<file path="src/rtl/wish_pkg.sv">
// Shared defaults and state encoding for the Wishbone multi-master arbiter.
package wish_pkg;

  localparam int NUM_M_DEF   = 4;
  localparam int AW_DEF      = 26;
  localparam int DW_DEF      = 32;
  localparam int TIMEOUT_DEF = 255;

  typedef enum logic [1:0] {
    ST_IDLE = 2'd0,
    ST_BUSY = 2'd1,
    ST_ERR  = 2'd2
  } arb_state_e;

endpackage

</file>
<file path="src/rtl/wish_arbiter_rr_pick.sv">
// Round-robin winner select: scans from last+1 upward with wrap, first requester wins.
module wish_rr_pick #(
  parameter int NUM_M = 4,
  parameter int LW    = (NUM_M > 1) ? $clog2(NUM_M) : 1
) (
  input  logic [NUM_M-1:0] req_i,
  input  logic [LW-1:0]    last_i,
  output logic [NUM_M-1:0] win_o
);

  logic          found;
  logic [LW-1:0] idx;

  always_comb begin
    win_o = '0;
    found = 1'b0;
    idx   = '0;
    for (int i = 1; i <= NUM_M; i++) begin
      idx = LW'((int'(last_i) + i) % NUM_M);
      if (!found && req_i[idx]) begin
        win_o[idx] = 1'b1;
        found      = 1'b1;
      end
    end
  end

endmodule

</file>
<file path="src/rtl/wish_arbiter.sv">
// Wishbone N-master to 1-slave arbiter with round-robin grant and slave-ack timeout.
//
// state | meaning
// IDLE  | no grant; arbitrate among m_cyc_i requests
// BUSY  | granted master drives the slave port; wait counter runs
// ERR   | slave timed out; slave port quiet until master drops cyc
module wish_arbiter
  import wish_pkg::*;
#(
  parameter int NUM_M   = NUM_M_DEF,
  parameter int AW      = AW_DEF,
  parameter int DW      = DW_DEF,
  parameter int TIMEOUT = TIMEOUT_DEF
) (
  input  logic                clk_i,
  input  logic                rst_i,
  input  logic [NUM_M-1:0]    m_cyc_i,
  input  logic [NUM_M-1:0]    m_stb_i,
  input  logic [NUM_M-1:0]    m_we_i,
  input  logic [NUM_M*AW-1:0] m_adr_i,
  input  logic [NUM_M*DW-1:0] m_dat_i,
  output logic [DW-1:0]       m_dat_o,
  output logic [NUM_M-1:0]    m_ack_o,
  output logic [NUM_M-1:0]    m_err_o,
  output logic                s_cyc_o,
  output logic                s_stb_o,
  output logic                s_we_o,
  output logic [AW-1:0]       s_adr_o,
  output logic [DW-1:0]       s_dat_o,
  input  logic [DW-1:0]       s_dat_i,
  input  logic                s_ack_i,
  output logic [NUM_M-1:0]    gnt_o
);

  localparam int LW = (NUM_M > 1) ? $clog2(NUM_M) : 1;
  localparam int CW = $clog2(TIMEOUT + 1);

  arb_state_e       state_q, state_d;
  logic [NUM_M-1:0] gnt_q, gnt_d;
  logic [NUM_M-1:0] err_q, err_d;
  logic [LW-1:0]    last_q, last_d;
  logic [CW-1:0]    cnt_q, cnt_d;
  logic [NUM_M-1:0] win;
  logic [LW-1:0]    gidx;
  logic             timeout_hit;

  wish_rr_pick #(.NUM_M(NUM_M), .LW(LW)) u_pick (
    .req_i  (m_cyc_i),
    .last_i (last_q),
    .win_o  (win)
  );

  always_comb begin
    gidx = '0;
    for (int k = 0; k < NUM_M; k++) begin
      if (gnt_q[k]) gidx = LW'(k);
    end
  end

  always_ff @(posedge clk_i or posedge rst_i) begin
    if (rst_i) begin
      state_q <= ST_IDLE;
      gnt_q   <= '0;
      err_q   <= '0;
      last_q  <= LW'(NUM_M - 1);
      cnt_q   <= '0;
    end else begin
      state_q <= state_d;
      gnt_q   <= gnt_d;
      err_q   <= err_d;
      last_q  <= last_d;
      cnt_q   <= cnt_d;
    end
  end

  always_comb begin
    state_d     = state_q;
    gnt_d       = gnt_q;
    last_d      = last_q;
    cnt_d       = '0;
    err_d       = '0;
    timeout_hit = 1'b0;
    unique case (state_q)
      ST_IDLE: begin
        if (|m_cyc_i) begin
          gnt_d   = win;
          state_d = ST_BUSY;
        end
      end
      ST_BUSY: begin
        // an ack arriving on the terminal count beats the timeout
        timeout_hit = s_stb_o && !s_ack_i && (cnt_q == CW'(TIMEOUT));
        if (!m_cyc_i[gidx]) begin
          last_d  = gidx;
          gnt_d   = '0;
          state_d = ST_IDLE;
        end else if (timeout_hit) begin
          err_d   = gnt_q;
          state_d = ST_ERR;
        end else if (s_ack_i) begin
          cnt_d = '0;
        end else if (s_stb_o && (cnt_q != '1)) begin
          cnt_d = cnt_q + 1'b1;
        end else begin
          cnt_d = cnt_q;
        end
      end
      ST_ERR: begin
        if (!m_cyc_i[gidx]) begin
          last_d  = gidx;
          gnt_d   = '0;
          state_d = ST_IDLE;
        end
      end
      default: begin
        gnt_d   = '0;
        state_d = ST_IDLE;
      end
    endcase
  end

  always_comb begin
    s_cyc_o = 1'b0;
    s_stb_o = 1'b0;
    s_we_o  = 1'b0;
    s_adr_o = '0;
    s_dat_o = '0;
    if (state_q == ST_BUSY) begin
      s_cyc_o = m_cyc_i[gidx];
      s_stb_o = m_stb_i[gidx];
      s_we_o  = m_we_i[gidx];
      s_adr_o = m_adr_i[gidx*AW +: AW];
      s_dat_o = m_dat_i[gidx*DW +: DW];
    end
    m_ack_o = gnt_q & {NUM_M{s_ack_i & s_stb_o}};
  end

  assign m_err_o = err_q;
  assign gnt_o   = gnt_q;
  assign m_dat_o = s_dat_i;

endmodule

</file>
<file path="config.mk">
export PLATFORM = sky130hd
export DESIGN_NAME = wish_arbiter
export DESIGN_NICKNAME = d
export VERILOG_FILES = /design/src/rtl/wish_pkg.sv /design/src/rtl/wish_arbiter_rr_pick.sv /design/src/rtl/wish_arbiter.sv
export SDC_FILE = /design/constraint.sdc
export NUM_CORES = 1
export LEC_CHECK = 0
export ABC_CLOCK_PERIOD_IN_PS = 2100
export CAP_MARGIN = 15
export CORE_AREA = 5 5 145 147
export DETAILED_ROUTE_END_ITERATION = 12
export DIE_AREA = 0 0 150 152
export GPL_TIMING_DRIVEN = 0
export HOLD_SLACK_MARGIN = 0.02
export MAX_ROUTING_LAYER = met4
export PLACE_DENSITY = 0.61
export RECOVER_POWER = 100
export SYNTH_ARGS = -nofsm -noshare
export SYNTH_HDL_FRONTEND = slang
export SYNTH_SLANG_ARGS = --single-unit
</file>
<file path="constraint.sdc">
create_clock -name clk_i -period 2.1 [get_ports clk_i]
set_input_delay 0.42 -clock clk_i [delete_from_list [all_inputs] [get_ports clk_i]]
set_output_delay 0.42 -clock clk_i [all_outputs]
set_load 0.05 [all_outputs]
</file>
==> results.md <==
* Worst r2r dst: gnt_o[1]
* CTS tree: done
* Seq/Total Area, Yosys at between 10% and 20%
* Hold Crit Class: reg2reg
* Port buffer count at around 350
* Antenna-violating nets left at 0
* Final period util at 106%
* Drc violations at 0
* Worst Min Path Start: cnt_q[7]
* Synth-to-Final Area Change at 145%
* Clock transition at path regs at 60 ps
* Ys async rst share at 100%
* Register Area at 507 µm²
* Final setup fails at about 60
* Outcome: finished, violations left
* Layout cells sized above 1 at ~32%
* Largest net degree at the start of global routing at 21
* Layout fillers at between 1500 and 2000
* Arr. time, crit path at 1810 ps
* Crit end category: primary output
* H-tree levels at 1
* Clk_skew at approximately 3.2 ps
* Via/cell ratio at 4.45
* PD cells at 1220 nW/µm²
* Post-DR wirelength/cell at ~19 µm
* Maximum VDD drop at ~0.50 mV
* Clk_lat worst skew at ~260 ps
* Final hold slack at roughly 520 ps
* Hold Fails Final Rpt at 0
* Clock Path Buffers at 2
* Grt ovf at 0
* Main synth FF type: dfrtp_1
* Peak Freq at 449 MHz
* Leakage at approximately 3.8 nW
* Multi-input logic area at just under 4000 µm²
* CTS buffer count at 3
* Max-cap viol count at 0
* Setup TNS at -3070 ps
* Final setup margin at -126 ps
* Initial antenna violation count at 0
* Gpl congestion at approximately 0.90
* Fin. max-slew vios at 0
* Cell variety after synth at 53
* Failing checks: setup timing
* Synthesis Warnings at 0
* GRT Overall Usage at ~19%
* Crit Path Class: reg2out
* Wire length of the first global-routing pass at about 34 mm
* Initial drt markers at 241
* Post-synth EDFFs at 0
* R2R Setup Slk at 60 ps
* Synthesized area per cell at 6.79 µm²
* Relative slew slack at 47.9%
* Mapped Cells at between 500 and 600
* Die height at roughly 150 µm
* #FFs+latches synth at 20
* Nets at 1267
* CTS sink cnt at 20
* Row count at 52
* Vias at around 5500
* Vias in the first global route at between 5000 and 6000
* Post-Syn Area at 4000 µm²
* Final min period at ~2200 ps
* Inserted Diodes at 0
* TritonRoute pass-1 iters at 4
* Die area at around 23000 µm²
* Root buf cell: clkbuf_16
* WHS Path Cells at 1
* RSZ-0062 raised after global routing: yes
* Final HPWL DP at approximately 19 mm
* Launch point of the worst reg-to-reg path: last_q[0]
* Reg2Reg Depth at 6
* CORE AREA at 19800 µm²
* Worst hold endpoint: cnt_q[7]
* Die width at approximately 150 µm
* Initial core utilization at 20.2%
* Startpoint types: register
* Worst-Margin Slew at roughly 780 ps
* Io pins at between 300 and 400
* WL final at 23.2 mm
* Synth Net Count at 881
* CP Max Fanout at 10
* Required time worst endpoint at about 1700 ps
through the flow:
step | setup slack (ps) | utilization, % | cells | total power, W | instance area (µm²)
2_1_floorplan | -179 | - | 590 | 0.00683 | 4740
3_3_place_gp | -1400 | 43.4 | 1211 | 0.00967 | 8590
3_5_place_dp | -1400 | 43.4 | 1211 | 0.00968 | 8590
4_1_cts | -106 | 48.3 | 1237 | 0.0117 | 9550
5_1_grt | -173 | 49.5 | 1245 | 0.0126 | 9790
6_report | -126 | 49.5 | 1245 | 0.0120 | 9790
logic make-up after synthesis:
| logic type | after synthesis | share of synthesized area (%) |
|---|---|---|
| AO/OA/AOI/OAI | 157 | 23.0 |
| XOR/XNOR | 6 | 1.31 |
| adder cells (fa/ha/maj) | 12 | 3.75 |
| buffers and inverters | 89 | 12.0 |
| flip-flops | 20 | 12.6 |
| multiplexers | 68 | 17.4 |
| AND/OR/NAND/NOR | 238 | 30.0 |
state kept, by name, indices dropped and copies added, names as in the netlist:
| signal | flops |
|---|---|
| last_q | 2 |
| state_q | 2 |
| gnt_o | 4 |
| cnt_q | 8 |
| m_err_o | 4 |
critical path: stages, from the launching register on:
cell	delay, ps
dfrtp_2	430
buf_12	170
buf_12	150
mux2i_1	120
o21ai_1	200
nand2b_1	140
a21oi_4	150
buf_6	170
report_power, final:
group / switching [W] / internal, W
combinational: 0.00630 / 0.00469
sequential: 0.0000752 / 0.000461
clock: 0.000157 / 0.000291
total: 0.00654 / 0.00544
synth_stat cells, types with 5 or more instances:
cell | instances | share of area (%)
o21ai_1 | 23 | 2.9
a21o_1 | 5 | 0.94
dfrtp_1 | 18 | 11
nor3_2 | 5 | 1.3
clkbuf_1 | 31 | 2.9
nand3_1 | 5 | 0.62
a21oi_1 | 63 | 7.9
and3_1 | 12 | 1.9
ha_1 | 12 | 3.7
nand2b_1 | 63 | 9.8
buf_4 | 34 | 6.4
and2_1 | 7 | 1.1
o21ai_0 | 40 | 5.0
mux2i_1 | 65 | 16
buf_2 | 9 | 1.1
nand2_1 | 127 | 12
nor2_1 | 6 | 0.56
inv_1 | 9 | 0.84
routing by layer:
layer  wire length, µm  global-route usage (%)  vias to the layer above
met4               160                    2.44                        0
met2             11800                    33.8                      186
met1              9600                    24.1                     2573
li1                  -                       -                     2774
met5                 0                       -                        -
met3              1650                    3.16                       11
placed cells by master (no fill, tap or decap), types with 8 or more instances in the layout:
cell / n
nand2_2: 21
o21ai_2: 8
nand2_4: 8
buf_8: 42
buf_4: 58
clkdlybuf4s50_1: 243
a21oi_4: 59
o21ai_1: 48
nand2b_1: 61
ha_1: 10
dlygate4sd3_1: 39
clkbuf_4: 11
dfrtp_1: 15
mux2i_1: 62
buf_6: 32
and3_1: 10
clkbuf_16: 12
nand2_1: 98
repair_timing:
action / 4_1_cts / 5_1_grt
hold buffers: 0 / 0
buffers inserted: 23 / 9
cloned: 0 / 0
gates resized for setup: 654 / 48
pin swaps: 4 / 8
endpoints found under the setup margin: 79 / 70
layout make-up:
| type | instances | share of cell area (%) |
|---|---|---|
| Tap cell | 270 | 3.45 |
| Inverter | 12 | 0.613 |
| Clock buffer | 4 | 0.907 |
| Sequential cell | 20 | 5.17 |
| Buffer | 75 | 8.35 |
| Multi-Input combinational cell | 481 | 40.5 |
| Timing Repair Buffer | 383 | 41.0 |
worst max-delay path by stage:
stage | start | end | cells after the start
2_1_floorplan | gnt_o[2] | m_ack_o[2] | 4
3_3_place_gp | state_q[1] | s_adr_o[22] | 7
3_5_place_dp | state_q[1] | s_adr_o[22] | 7
4_1_cts | gnt_o[1] | s_dat_o[13] | 7
5_1_grt | gnt_o[1] | s_dat_o[20] | 7
6_report | gnt_o[1] | s_dat_o[4] | 7
Note: power is estimated with default switching activity, not from simulation.
==> variant 1, RTL diff (same flow settings) <==
The 3 states of `arb_state_e` get a one-hot encoding in 3 bits.
--- a/src/rtl/wish_pkg.sv
+++ b/src/rtl/wish_pkg.sv
@@ -7,8 +7,8 @@
   localparam int TIMEOUT_DEF = 255;
 
-  typedef enum logic [1:0] {
-    ST_IDLE = 2'd0,
-    ST_BUSY = 2'd1,
-    ST_ERR  = 2'd2
+  typedef enum logic [2:0] {
+    ST_IDLE = 3'b001,
+    ST_BUSY = 3'b010,
+    ST_ERR  = 3'b100
   } arb_state_e;
 
Behaviour: same outputs for any inputs over 4 cycles, from zero or initial values and one cycle with rst_i high; so few cycles prove little.
==> variant 1 against the unedited design <==
  * The flow still finishes with violations (setup timing)
  * Synthesized area fell by 0.84%
  * Sequential cell count increased by 1
  * Power is 26% lower
  * First-iteration DRC count is 39% lower
  * Setup slack worse by 13 ps
  * Sequential share of layout area rose by 0.33 points
  * Cell area shrank 0.82%
  * Sequential power is 5.4% higher
  * Wire length grew 1.2%
  * Register-to-register slack got worse by 190 ps
  * Clock power fell by 9.2%
  * Via count grew 0.14%
  * Die area is the same
  * Critical endpoint is now s_cyc_o
==> variant 1: results (changes against the unedited design) <==
* HP Start: cnt_q[4]$_DFFE_PP0P_ (was cnt_q[7]$_DFFE_PP0P_)
* Final WL at 23.5 mm (was 23.2 mm)
* Mux contribution to synthesized area at 0.174 (about the same)
* Peak supply drop at 0.443 mV (was 0.504 mV)
* Met3 Use GR at 0.0346 (was 0.0316)
* Compound-Gate Fraction of Synth Area at 0.212 (was 0.230)
* Slowest stage cell, crit path: a221o_2 (was dfrtp_2)
* First-pass GRT wire length at 34.3 mm (was 33.7 mm)
* Largest net degree at the start of global routing at 22 (was 21)
* Top post-synthesis cells by count: 133 x nand2_1, 68 x mux2i_1, 68 x o21ai_0, 66 x a21oi_1, 63 x nand2b_1 (was 127 x nand2_1, 65 x mux2i_1, 63 x a21oi_1, 63 x nand2b_1, 40 x o21ai_0)
* Vias in the first global route at 5593 (was 5483)
* Pre-CTS WS at -1170 ps (was -1400 ps)
* R2r worst-path depth at 7 (was 6)
* Status: complete, but fails checks (unchanged)
* Setup TNS at -4430 ps (was -3070 ps)
* Ranking of synthesized cells by area: mux2i_1 17%, nand2_1 13%, dfrtp_1 11%, nand2b_1 9.9%, o21ai_0 8.6% (was mux2i_1 16%, nand2_1 12%, dfrtp_1 11%, nand2b_1 9.8%, a21oi_1 7.9%)
* FILL cells at 1980 (was 1974)
* Placed cell areas at 0.00857 mm² (was 0.00859 mm²)
* Sw Ratio at 0.517 (was 0.546)
* Leakage at 3.58 nW (was 3.82 nW)
* HPWL after detailed placement at 18.9 mm (was 18.8 mm)
* Crit Path Max Fanout at 7 (was 10)
* Sequential share of the synthesized area at 0.133 (was 0.126)
* Post-route insts no fill at 1249 (was 1245)
* Reg2reg setup slack at -130 ps (was 60 ps)
* DR iter-0 viols at 147 (was 241)
* Setup Skew at 6.29 ps (was 3.23 ps)
* Final hold vios at 0 (unchanged)
* Worst Slack Setup Final at -139 ps (was -126 ps)
* Worst reg2reg path endpoint: gnt_o[3]$_DFFE_PP0P_ (was gnt_o[1]$_DFFE_PP0P_)
* Worst hold path depth at 2 (was 1)
* CTS Buf Count at 3 (unchanged)
* Clock group share of total power at 0.046 (was 0.037)
* Measured slew at the worst slew-check pin at 830 ps (was 781 ps)
* CP Launch Point: m_cyc_i[1] (was gnt_o[1]$_DFFE_PP0P_)
* P_comb at 7.94 mW (was 11.0 mW)
* Combinational power share at 0.891 (was 0.918)
* RePlAce Congestion at 0.835 (was 0.896)
* Main synth FF type: dfrtp_1 (unchanged)
* Violated checks: setup timing (unchanged)
* Fraction of layout instances using a drive strength above 1 at 0.307 (was 0.322)
* GRT Util Overall at 0.196 (was 0.194)
* CP endpoint: s_cyc_o (was s_dat_o[4])
* Netlist cell types at 44 (was 53)
* Initial antenna violation count at 3 (was 0)
* Hold Path Sink: cnt_q[4]$_DFFE_PP0P_ (was cnt_q[7]$_DFFE_PP0P_)
* Hold_ws at 537 ps (was 520 ps)
* Final setup viols at 69 (was 59)
* Synth Area per Inst at 6.71 µm² (was 6.79 µm²)
* Post-synth net total at 880 (was 881)
* M2 GR Usage at 0.363 (was 0.338)
-- variant 1: worst register-to-register path, stage by stage, from the launching register on --
cell        delay [ps]
dfstp_2            580
clkinvlp_4         120
ha_4               360
mux2i_4            270
nor2_2              70
o211ai_1           230
a311oi_2           130
a221o_2            350
-- variant 1: cell type report --
cell class / instances / area, µm² / share of cell area
antenna: 3 / 7.51 / 0.000773
buffer: 75 / 795 / 0.0818
clock buffer: 3 / 75.1 / 0.00773
clock inverter: 1 / 5.00 / 0.000515
inverter: 8 / 40.0 / 0.00412
multi-input combinational: 485 / 3860 / 0.397
sequential: 21 / 534 / 0.0550
tap: 270 / 338 / 0.0348
timing repair buffer: 383 / 4060 / 0.418
-- variant 1: per-layer routing --
metal,share of wire,vias up
li1,-,2776
met1,0.39,2579
met2,0.53,189
met3,0.075,8
met4,0.0034,0
met5,0,-
-- variant 1: repair_timing --
action | CTS | global route
setup buffers | 16 | 9
setup endpoints to repair | 75 | 77
cloned | 4 | 3
gates resized for setup | 647 | 66
pin swaps | 12 | 17
==> variant 2, RTL diff (same settings) <==
Made on the original files. Change the package constant `TIMEOUT_DEF` from 255 to 510.
--- a/src/rtl/wish_pkg.sv
+++ b/src/rtl/wish_pkg.sv
@@ -5,5 +5,5 @@
   localparam int AW_DEF      = 26;
   localparam int DW_DEF      = 32;
-  localparam int TIMEOUT_DEF = 255;
+  localparam int TIMEOUT_DEF = 510;
 
   typedef enum logic [1:0] {
Check against the original RTL: no difference found for any inputs over 4 cycles, from zero or initial values and one cycle with rst_i high; that may be too few to reach the edited logic, so the function may still have changed.
==> variant 2 against the unedited design <==
  * The run still ends with setup timing left
  * Wire length is 2.3% higher
  * Clock skew is 2.6 ps higher
  * Setup slack worse by 110 ps
  * Cell area is 6.0% lower
  * Critical path depth is 1 lower
  * Power is 18% lower
  * Synthesized area hardly changed
  * Count of clock-buffer cells in the layout is 1 lower
  * Sequential cell count is 1 higher
  * Critical path type unchanged
  * Critical endpoint is now m_ack_o[1]
  * Largest cell class unchanged
  * Highest routed layer unchanged
==> variant 2: results (changes against the unedited design) <==
* Post CTS Setup Buffer Count at 16 (was 23)
* Measured slew at the worst slew-check pin at 837 ps (was 781 ps)
* Setup TNS at -8570 ps (was -3070 ps)
* Peak supply drop at 0.695 mV (was 0.504 mV)
* Fraction of layout instances using a drive strength above 1 at 0.304 (was 0.322)
* Worst reg2reg path endpoint: cnt_q[1]$_DFFE_PP0P_ (was gnt_o[1]$_DFFE_PP0P_)
* Worst hold path depth at 2 (was 1)
* Max reg flops at 9 (was 8)
* Top post-synthesis cells by count: 75 x nor2_1, 69 x nand2_1, 65 x a21oi_1, 65 x o21ai_0, 64 x mux2i_1 (was 127 x nand2_1, 65 x mux2i_1, 63 x a21oi_1, 63 x nand2b_1, 40 x o21ai_0)
* M1 WL at 9.89 mm (was 9.60 mm)
* Metal3 WL at 1.57 mm (was 1.65 mm)
* Violated checks: setup timing (unchanged)
* GRT Util Overall at 0.191 (was 0.194)
* Netlist cell types at 49 (was 53)
* Met2 Routed Length at 12.0 mm (was 11.8 mm)
* First-pass GRT wire length at 33.0 mm (was 33.7 mm)
* Final #Nets at 1279 (was 1267)
* Largest net degree at the start of global routing at 22 (was 21)
* Final WL at 23.8 mm (was 23.2 mm)
* RePlAce Congestion at 0.924 (was 0.896)
* IO Port Bufs at 347 (was 351)
* Sw Ratio at 0.520 (was 0.546)
* Routed len/inst at 18.9 µm (was 18.7 µm)
* Xor/xnor share of the synthesized area at 0.0153 (was 0.0131)
* Synth Area in Adders at 0.0437 (was 0.0375)
* Status: complete, but fails checks (unchanged)
* Initial antenna violation count at 0 (unchanged)
* Average vias per placed instance at 4.51 (was 4.45)
* Vias in the first global route at 5449 (was 5483)
* Routing usage on met1 at 0.242 (was 0.241)
* CP Launch Point: gnt_o[1]$_DFFE_PP0P_ (unchanged)
* Crit Path Max Fanout at 4 (was 10)
* HP Start: cnt_q[4]$_DFFE_PP0P_ (was cnt_q[7]$_DFFE_PP0P_)
* WP data arrival at 1920 ps (was 1810 ps)
* Post_cts resized at 612 (was 654)
* Final setup viols at 77 (was 59)
* Placed cell areas at 0.00797 mm² (was 0.00859 mm²)
* Worst Slack Setup Final at -236 ps (was -126 ps)
* Pre-CTS WS at -1650 ps (was -1400 ps)
* M2 GR Usage at 0.331 (was 0.338)
* CP endpoint: m_ack_o[1] (was s_dat_o[4])
* Leakage at 3.66 nW (was 3.82 nW)
* # diodes at 0 (unchanged)
* Ranking of synthesized cells by area: mux2i_1 16%, dfrtp_1 12%, and2_1 9.4%, a21oi_1 8.1%, o21ai_0 8.1% (was mux2i_1 16%, nand2_1 12%, dfrtp_1 11%, nand2b_1 9.8%, a21oi_1 7.9%)
* DR iter-0 viols at 213 (was 241)
* Hold Path Sink: cnt_q[4]$_DFFE_PP0P_ (was cnt_q[7]$_DFFE_PP0P_)
* Sequential share of the synthesized area at 0.132 (was 0.126)
* Placed insts at 1222 (was 1211)
* HPWL after detailed placement at 18.7 mm (was 18.8 mm)
* R2r worst-path depth at 9 (was 6)
* Compound-Gate Fraction of Synth Area at 0.221 (was 0.230)
* Syn Inst Count at 605 (was 590)
* Post-synth net total at 898 (was 881)
variant 2: cell count changes in the layout (fill, tap and decap cells not counted), sizes merged, moves of 4 or more:
cell and change:
nor2 +67, nand2b -62, nand2 -58, and2 +53, dlygate4sd3 -38, clkdlybuf4s50 +37
a21o -4, a221o +4
variant 2: cell type report:
type	count	area, µm²
inverters	16	71.3
plain buffers	78	696
flip-flops and latches	21	532
repair buffers	378	4020
fillers	1949	10600
multi-input cells	488	3470
clock inverters	1	5.00
clock buffers	3	75.1
well taps	270	338
variant 2: power groups by stage:
| stage | clock network (mW) | registers, mW | logic, mW |
|---|---|---|---|
| floorplan | 0 | 0.611 | 4.47 |
| global placement | 0 | 0.558 | 6.99 |
| detailed placement | 0 | 0.560 | 7.00 |
| CTS | 0.414 | 0.541 | 8.17 |
| global route | 0.435 | 0.550 | 9.29 |
| finish | 0.405 | 0.542 | 8.83 |
